`config.mk`:
```
export PLATFORM = sky130hd
export DESIGN_NAME = acc_counter_unit
export DESIGN_NICKNAME = d
export VERILOG_FILES = /design/src/rtl/acc_counter_pkg.sv /design/src/rtl/acc_counter_alu.sv /design/src/rtl/acc_counter_unit.sv
export SDC_FILE = /design/constraint.sdc
export NUM_CORES = 1
export LEC_CHECK = 0
export ABC_AREA = 1
export BUFFER_PORTS_ARGS = -buffer_cell sky130_fd_sc_hd__buf_2
export CORE_ASPECT_RATIO = 1.75
export CORE_UTILIZATION = 49
export DETAILED_ROUTE_END_ITERATION = 10
export PLACE_DENSITY = 0.79
export SLEW_MARGIN = 20
export SYNTH_ARGS = -nofsm -noshare
export SYNTH_HDL_FRONTEND = slang
export SYNTH_SLANG_ARGS = --single-unit
```
`constraint.sdc`:
```
create_clock -name clk -period 2.89 [get_ports clk]
set_input_delay 0.289 -clock clk [delete_from_list [all_inputs] [get_ports clk]]
set_output_delay 0.289 -clock clk [all_outputs]
set_load 0.05 [all_outputs]
```
`src/rtl/acc_counter_pkg.sv`:
```
// Shared definitions for the accumulator/counter unit.
// Op encoding and default datapath sizing.
package acc_counter_pkg;

    typedef enum logic [1:0] {
        OP_LOAD  = 2'b00,
        OP_ADD   = 2'b01,
        OP_ACC   = 2'b10,
        OP_COUNT = 2'b11
    } op_e;

    localparam int          DEF_WIDTH = 8;
    localparam int unsigned DEF_STEP  = 1;

endpackage

```
`src/rtl/acc_counter_alu.sv`:
```
// Combinational add/subtract with one guard bit.
// Guard bit flags carry-out (add) or borrow (sub); sat clamps the result.
module acc_counter_alu #(
    parameter int WIDTH = 8
) (
    input  logic [WIDTH-1:0] x,
    input  logic [WIDTH-1:0] y,
    input  logic             sub,
    input  logic             sat,
    output logic [WIDTH-1:0] res,
    output logic             ovf
);

    logic [WIDTH:0] full;

    always_comb begin
        full = sub ? ({1'b0, x} - {1'b0, y})
                   : ({1'b0, x} + {1'b0, y});
        ovf  = full[WIDTH];
        res  = full[WIDTH-1:0];
        if (ovf && sat) begin
            res = sub ? '0 : '1;
        end
    end

endmodule

```
`src/rtl/acc_counter_unit.sv`:
```
// Accumulator / counter with a one-deep valid/ready output register.
// Holds acc state; arithmetic is delegated to acc_counter_alu.
module acc_counter_unit
    import acc_counter_pkg::*;
#(
    parameter int          WIDTH = DEF_WIDTH,
    parameter int unsigned STEP  = DEF_STEP
) (
    input  logic             clk,
    input  logic             rst_n,
    input  logic             en,
    input  logic             in_valid,
    output logic             in_ready,
    input  logic [1:0]       op,
    input  logic [WIDTH-1:0] a,
    input  logic [WIDTH-1:0] b,
    input  logic             dir,
    input  logic             sat,
    output logic             out_valid,
    input  logic             out_ready,
    output logic [WIDTH-1:0] result,
    output logic             ovf
);

    localparam logic [WIDTH-1:0] STEP_W = WIDTH'(STEP);

    op_e              op_q;
    logic [WIDTH-1:0] acc;
    logic [WIDTH-1:0] alu_x;
    logic [WIDTH-1:0] alu_y;
    logic [WIDTH-1:0] alu_res;
    logic             alu_sub;
    logic             alu_ovf;
    logic [WIDTH-1:0] nxt_res;
    logic             nxt_ovf;
    logic             upd_acc;
    logic             accept;

    assign op_q     = op_e'(op);
    assign in_ready = rst_n & en & (~out_valid | out_ready);
    assign accept   = in_valid & in_ready;

    always_comb begin
        alu_x   = acc;
        alu_y   = a;
        alu_sub = 1'b0;
        case (op_q)
            OP_ADD: begin
                alu_x = a;
                alu_y = b;
            end
            OP_COUNT: begin
                alu_y   = STEP_W;
                alu_sub = ~dir;
            end
            default: ;
        endcase
    end

    acc_counter_alu #(
        .WIDTH (WIDTH)
    ) u_alu (
        .x   (alu_x),
        .y   (alu_y),
        .sub (alu_sub),
        .sat (sat),
        .res (alu_res),
        .ovf (alu_ovf)
    );

    // LOAD bypasses the ALU; ADD is the only op that leaves acc alone
    always_comb begin
        nxt_res = alu_res;
        nxt_ovf = alu_ovf;
        upd_acc = (op_q != OP_ADD);
        if (op_q == OP_LOAD) begin
            nxt_res = a;
            nxt_ovf = 1'b0;
        end
    end

    always_ff @(posedge clk) begin
        if (!rst_n) begin
            acc       <= '0;
            result    <= '0;
            ovf       <= 1'b0;
            out_valid <= 1'b0;
        end else if (accept) begin
            result    <= nxt_res;
            ovf       <= nxt_ovf;
            out_valid <= 1'b1;
            if (upd_acc) begin
                acc <= nxt_res;
            end
        end else if (out_ready) begin
            out_valid <= 1'b0;
        end
    end

endmodule

```
==> results of run 1 <==
[Yosys cell counts, types with 2 or more instances]
library cell / instances
clkinv_1: 2
xor2_1: 5
ha_1: 8
dfxtp_1: 18
inv_2: 5
nand2_2: 3
o21ai_0: 11
nand3_1: 27
inv_1: 24
nand4_1: 3
nor2_2: 4
xnor2_1: 2
a21oi_1: 15
nor2_1: 7
nand2_1: 113
nand3_2: 3
[flip-flops by register name, summed over array words and instances (netlist names)]
register   cells
acc            8
result         8
out_valid      1
ovf            1
[worst min path at each step]
| stage | startpoint | endpoint | slack [ps] | depth (start not counted) |
|---|---|---|---|---|
| final | out_ready | out_valid$_SDFFE_PN0P_ | 300 | 4 |
| after global routing | rst_n | out_valid$_SDFFE_PN0P_ | 340 | 3 |
| after CTS | out_ready | out_valid$_SDFFE_PN0P_ | 290 | 4 |
| after detailed placement | result[3]$_SDFFE_PN0P_ | result[3]$_SDFFE_PN0P_ | 430 | 2 |
| after global placement | result[3]$_SDFFE_PN0P_ | result[3]$_SDFFE_PN0P_ | 430 | 2 |
| after floorplan | rst_n | out_valid$_SDFFE_PN0P_ | 400 | 2 |
[routing by layer]
metal	vias to the layer above	track usage [%]	share of wire, %
li1	955	-	-
met1	795	26.1	39
met2	36	50.7	56
met3	11	0.941	1.9
met4	0	13.6	2.8
met5	-	0	0
[worst min-delay path: stages]
cell,delay (ps)
buf_2,80
nor2_1,40
nand2_1,50
nand2_1,50
[through the flow]
stage / instance area [sq um] / setup WS, ps / utilization, %
floorplan: 1580 / 162 / -
global placement: 1900 / 12.1 / 61.0
detailed placement: 1900 / -69.4 / 61.0
CTS: 1940 / 215 / 62.3
global route: 2000 / 4.44 / 64.3
finish: 2000 / 265 / 64.3
[timing repair]
item / in CTS / in global routing
resized for setup: 0 / 10
endpoints found under the setup margin: 0 / 16
buffers inserted: 0 / 1
hold endpoints to repair: 0 / 0
[power groups by stage]
stage | Combinational [mW] | Clock (mW) | Sequential [mW]
after floorplan | 0.247 | 0 | 0.321
after global placement | 0.401 | 0 | 0.278
after detailed placement | 0.401 | 0 | 0.279
after CTS | 0.403 | 0.177 | 0.274
after global routing | 0.472 | 0.183 | 0.275
final | 0.422 | 0.167 | 0.274
[cell families (layout without fill, tap and decap cells)]
family,Yosys count,after routing,share of synthesized area [%]
compound gates,33,33,11.6
xor+xnor,7,7,3.87
fa+ha+maj,9,9,7.58
buf+inv,34,84,8.77
flops,18,18,22.7
simple gates,164,164,45.4
[area by class of cell]
class / instances / area, sq um
fill: 321 / 1110
clock buffer: 3 / 41.3
multi-input combinational: 213 / 1130
tap: 43 / 53.8
inverter: 31 / 119
sequential: 18 / 360
timing repair buffer: 50 / 290
==> flow_metrics.env, run 1 <==
export IMPL_via_per_inst=5.02
export IMPL_drtIter0Drc=32
export IMPL_slowest_stage="ha_4"
export IMPL_slowest_delay_ps=310
export IMPL_cp_common_cell="nand2_1"
export IMPL_final_hold_worst_slack_ps=301
export IMPL_netlist_top_cell_by_area="nand2_1"
export IMPL_grt_max_degree=13
export IMPL_setup_worst_path_start="op[0]"
export IMPL_power_internal_uw=515
export IMPL_final_common_cell="nand2_1"
export IMPL_maxCapViolations=0
export IMPL_start_util_pct=51.0
export IMPL_ir_worst_vdd_mv=0.389
export IMPL_max_slew_margin_pct=71.5
export IMPL_num_vias=1797
export IMPL_power_switching_uw=347
export IMPL_ys_top_cells_by_area="nand2_1 (27%), dfxtp_1 (23%), nand3_1 (8.5%)"
export IMPL_hold_path_class="in -> reg"
export IMPL_root_buffer="clkbuf_8"
export IMPL_worstPathCellList="clkbuf_4 -> buf_4 -> nand3_1 -> nand2_1 -> nor2_1 -> nand3_2 -> or2_2 -> nand2_1 -> nand3_1 -> ha_4 -> nand2_1 -> nor2_2 -> nand2_1 -> o211ai_1 -> nand3_1 -> nand2_2 -> nand3_4 -> nand3_1 -> nand2_1 -> a21oi_2"
export IMPL_cp_required_ps=3080
export IMPL_rr_endpoint="acc[6]$_SDFFE_PN0P_"
export IMPL_final_cell_mix="nand2_1 (112), buf_2 (34), nand3_1 (26)"
export IMPL_synth_seq_cells=18
export IMPL_rows=27
export IMPL_antennaDiodeCount=0
export IMPL_synth_net_count=299
export IMPL_start_kind="input pin"
export IMPL_nets=351
export IMPL_worstMarginPinSlew_ps=423
export IMPL_combPwrFrac_pct=48.9
export IMPL_hold_viol_final=0
export IMPL_layout_cells_non_filler=358
export IMPL_yosysTopAreaCellShare_pct=26.8
export IMPL_synth_edf_count=0
export IMPL_cp_top_family="simple AND/OR/NAND/NOR gates"
export IMPL_dr_pass1_iters=6
export IMPL_numCtsBuffers=3
export IMPL_hold_buffers=0
export IMPL_seqPwrFrac_pct=31.7
export IMPL_io_pins=36
export IMPL_worstSetupEndpoint="acc[0]$_SDFFE_PN0P_"
export IMPL_die_y_microns=77.2
export IMPL_postSynthAreaPerCell_sq_um=5.98
export IMPL_drc=0
export IMPL_synth_cell_types=31
export IMPL_timing_final_crit_share_pct=90.8
export IMPL_synth_area_sq_um=1580
export IMPL_path_max_fanout=9
export IMPL_dp_cells=354
export IMPL_path_depth=20
export IMPL_reg2reg_from="acc[0]$_SDFFE_PN0P_"
export IMPL_rsz0062_at_grt="no"
export IMPL_cp_end_kind="register"
export IMPL_tritoncts="built"
export IMPL_place_congestion=0.872
export IMPL_p_clk_share_pct=19.4
export IMPL_r2r_cells=16
export IMPL_wl_microns=4210
export IMPL_dp_hpwl_microns=3450
export IMPL_grt_pass1_vias=1768
export IMPL_wl_per_cell_microns=11.8
export IMPL_path_buf_inv=2
export IMPL_overflow=0
export IMPL_drive_gt1_share_pct=25.4
export IMPL_syn_inst=265
export IMPL_max_freq_mhz=381
export IMPL_fin_skew_ps=2.41
export IMPL_power_density_nw_per_um2=432
export IMPL_ys_warn_count=0
export IMPL_clk_pin_slew_ps=60
export IMPL_ys_seq_area_share_pct=22.7
export IMPL_cts_htree_levels=1
export IMPL_outcome="finished clean"
export IMPL_clkLatencyLatePin_ps=250
export IMPL_synthFlopType="dfxtp_1"
export IMPL_core_area_sq_um=3110
export IMPL_dieWidth_microns=45.0
export IMPL_clockBufferDepth=2
export IMPL_power_uw=862
export IMPL_crit_type="in -> reg"
export IMPL_async_flop_share_pct=0
export IMPL_die_area_sq_um=3470
export IMPL_grt_pass1_wl_microns=7000
export IMPL_leakage_nw=1.13
export IMPL_netSwitchingFraction_pct=40.3
export IMPL_r2r_slack_ps=540
export IMPL_port_buffers=35
export IMPL_track_usage_pct=26.4
export IMPL_cts_sinks=18
export IMPL_layout_min_cycle_time_ps=2620
export IMPL_cp_arrival_ps=2810
export IMPL_antenna_found_initial=0
export IMPL_setup_violations=0
export IMPL_tns_ps=0
export IMPL_drv_slew=0
export IMPL_ant_nets=0
export IMPL_syn2layout_area_growth_pct=26.1
Note: power is estimated with default switching activity, not from simulation.
==> run 2, diff against run 1 <==
--- a/config.mk
+++ b/config.mk
@@ -7,10 +7,14 @@
 export LEC_CHECK = 0
 export ABC_AREA = 1
 export BUFFER_PORTS_ARGS = -buffer_cell sky130_fd_sc_hd__buf_2
+export CELL_PAD_IN_SITES_DETAIL_PLACEMENT = 0
+export CELL_PAD_IN_SITES_GLOBAL_PLACEMENT = 2
 export CORE_ASPECT_RATIO = 1.75
-export CORE_UTILIZATION = 49
+export CORE_UTILIZATION = 25
+export CTS_CLUSTER_SIZE = 24
 export DETAILED_ROUTE_END_ITERATION = 10
 export PLACE_DENSITY = 0.79
+export REMOVE_ABC_BUFFERS = 1
 export SLEW_MARGIN = 20
 export SYNTH_ARGS = -nofsm -noshare
 export SYNTH_HDL_FRONTEND = slang
==> run 2 against run 1 <==
Compared with the run above: maximum frequency decreased by 0.61%; count of clock-buffer cells in the layout unchanged; sequential cell count unchanged; largest power group unchanged; largest cell class unchanged.
==> flow_metrics.env, run 2 (synthesis gave the netlist of run 1 again) <==
export IMPL_outcome="finished clean"
export IMPL_power_density_nw_per_um2=418
export IMPL_port_buffers=35
export IMPL_die_area_sq_um=6670
export IMPL_io_pins=36
export IMPL_grt_met2_usage_pct=30.8
export IMPL_rows=38
export IMPL_hold_viol_final=0
export IMPL_worstMarginPinSlew_ps=395
export IMPL_start_util_pct=25.8
export IMPL_leakage_nw=1.16
export IMPL_drive_gt1_share_pct=26.5
export IMPL_worstPathCellList="buf_2 -> buf_4 -> nand3_1 -> nand2_2 -> nor2_2 -> nand3_2 -> or2_2 -> nand2_1 -> nand3_2 -> ha_4 -> a21oi_2 -> o21ai_0 -> a21oi_1 -> nand3_1 -> nand2_2 -> nand3_4 -> nand3_1 -> nand2_1 -> a21oi_2"
export IMPL_layout_min_cycle_time_ps=2640
export IMPL_slowest_stage="or2_2"
export IMPL_cp_end_kind="register"
export IMPL_final_cell_mix="nand2_1 (111), buf_2 (35), nand3_1 (26)"
export IMPL_ant_nets=0
export IMPL_final_common_cell="nand2_1"
export IMPL_cp_arrival_ps=2830
export IMPL_busiest_layer="met2"
export IMPL_fin_util_pct=33.8
export IMPL_dr_pass1_iters=4
export IMPL_use_met3_pct=1.27
export IMPL_path_buf_inv=2
export IMPL_wl_per_cell_microns=11.5
export IMPL_clkLatencyLatePin_ps=250
export IMPL_maxCapViolations=0
export IMPL_path_max_fanout=8
export IMPL_grt_pass1_vias=1736
export IMPL_overflow=0
export IMPL_nets=357
export IMPL_grt_pass1_wl_microns=7690
export IMPL_drtIter0Drc=70
export IMPL_wl_microns=4590
export IMPL_num_vias=1768
export IMPL_clk_pin_slew_ps=70
export IMPL_core_area_sq_um=6130
export IMPL_drv_slew=0
export IMPL_numCtsBuffers=3
export IMPL_cp_required_ps=3080
export IMPL_fin_skew_ps=3.85
export IMPL_dieWidth_microns=62.2
export IMPL_via_per_inst=4.41
export IMPL_cts_htree_levels=1
export IMPL_cts_sinks=18
export IMPL_biggestRegsByFlops="acc x8, result x8"
export IMPL_setup_violations=0
export IMPL_timing_final_crit_share_pct=91.4
export IMPL_crit_type="in -> reg"
export IMPL_cp_top_family="simple AND/OR/NAND/NOR gates"
export IMPL_use_met1_pct=14.1
export IMPL_root_buffer="clkbuf_8"
export IMPL_cp_common_cell="nand3_1"
export IMPL_max_slew_margin_pct=73.4
export IMPL_track_usage_pct=14.5
export IMPL_tritoncts="built"
export IMPL_syn2layout_area_growth_pct=30.8
export IMPL_place_congestion=0.758
export IMPL_drc=0
export IMPL_die_y_microns=107
export IMPL_grt_max_degree=14
export IMPL_slowest_delay_ps=300
export IMPL_dp_hpwl_microns=3880
export IMPL_antennaDiodeCount=0
export IMPL_hold_path_class="in -> reg"
export IMPL_ir_worst_vdd_mv=0.277
export IMPL_start_kind="input pin"
export IMPL_antenna_found_initial=0
export IMPL_max_freq_mhz=379
export IMPL_final_hold_worst_slack_ps=284
export IMPL_clockBufferDepth=2
run 2: worst paths after layout:
| path | from | endpoint | slack (ps) | cells after the start |
|---|---|---|---|---|
| worst max-delay path | op[0] | acc[0]$_SDFFE_PN0P_ | 250 | 19 |
| worst min-delay path | out_ready | out_valid$_SDFFE_PN0P_ | 280 | 4 |
| worst max register to register | acc[0]$_SDFFE_PN0P_ | acc[0]$_SDFFE_PN0P_ | 590 | 13 |
| worst min register to register | result[0]$_SDFFE_PN0P_ | result[0]$_SDFFE_PN0P_ | 460 | 2 |
run 2: layer usage:
metal	part of all wire, %	vias to the layer above	wire [microns]
li1	-	962	-
met1	41	779	1860
met2	57	23	2600
met3	1.9	4	85
met4	1.0	0	46
met5	0	-	0
run 2: final cells by class:
class,count,area (sq um)
Inverter,31,116
Tap cell,80,100
Timing Repair Buffer,56,333
Clock buffer,3,41.3
Fill cell,709,4060
Sequential cell,18,360
Multi-Input combinational cell,213,1120
run 2: power by group:
group / internal (mW) / switching, mW
sequential: 0.266 / 0.00745
combinational: 0.159 / 0.260
clock: 0.0926 / 0.0816
total: 0.518 / 0.349
run 2: what timing repair did:
action                                  4_1_cts  5_1_grt
buffers inserted                              0        1
hold endpoints to repair                      0        0
endpoints found under the setup margin        0       16
hold buffers                                  0        0
gates resized for setup                       0        7
run 2: metrics by stage:
step / cells / setup TNS (ps) / total power, mW / instance area (sq um) / setup slack, ps
5_1_grt: 401 / -53.1 / 0.945 / 2070 / -14.2
2_1_floorplan: 262 / 0 / 0.564 / 1560 / 254
6_report: 401 / 0 / 0.867 / 2070 / 249
3_3_place_gp: 397 / 0 / 0.689 / 1990 / 4.93
3_5_place_dp: 397 / -420 / 0.685 / 1990 / -55.9
4_1_cts: 400 / 0 / 0.867 / 2030 / 208
run 2: worst min-delay path, cell delays in order:
cell	delay, ps
buf_2	70
nor2_1	40
nand2_1	50
nand2_1	40
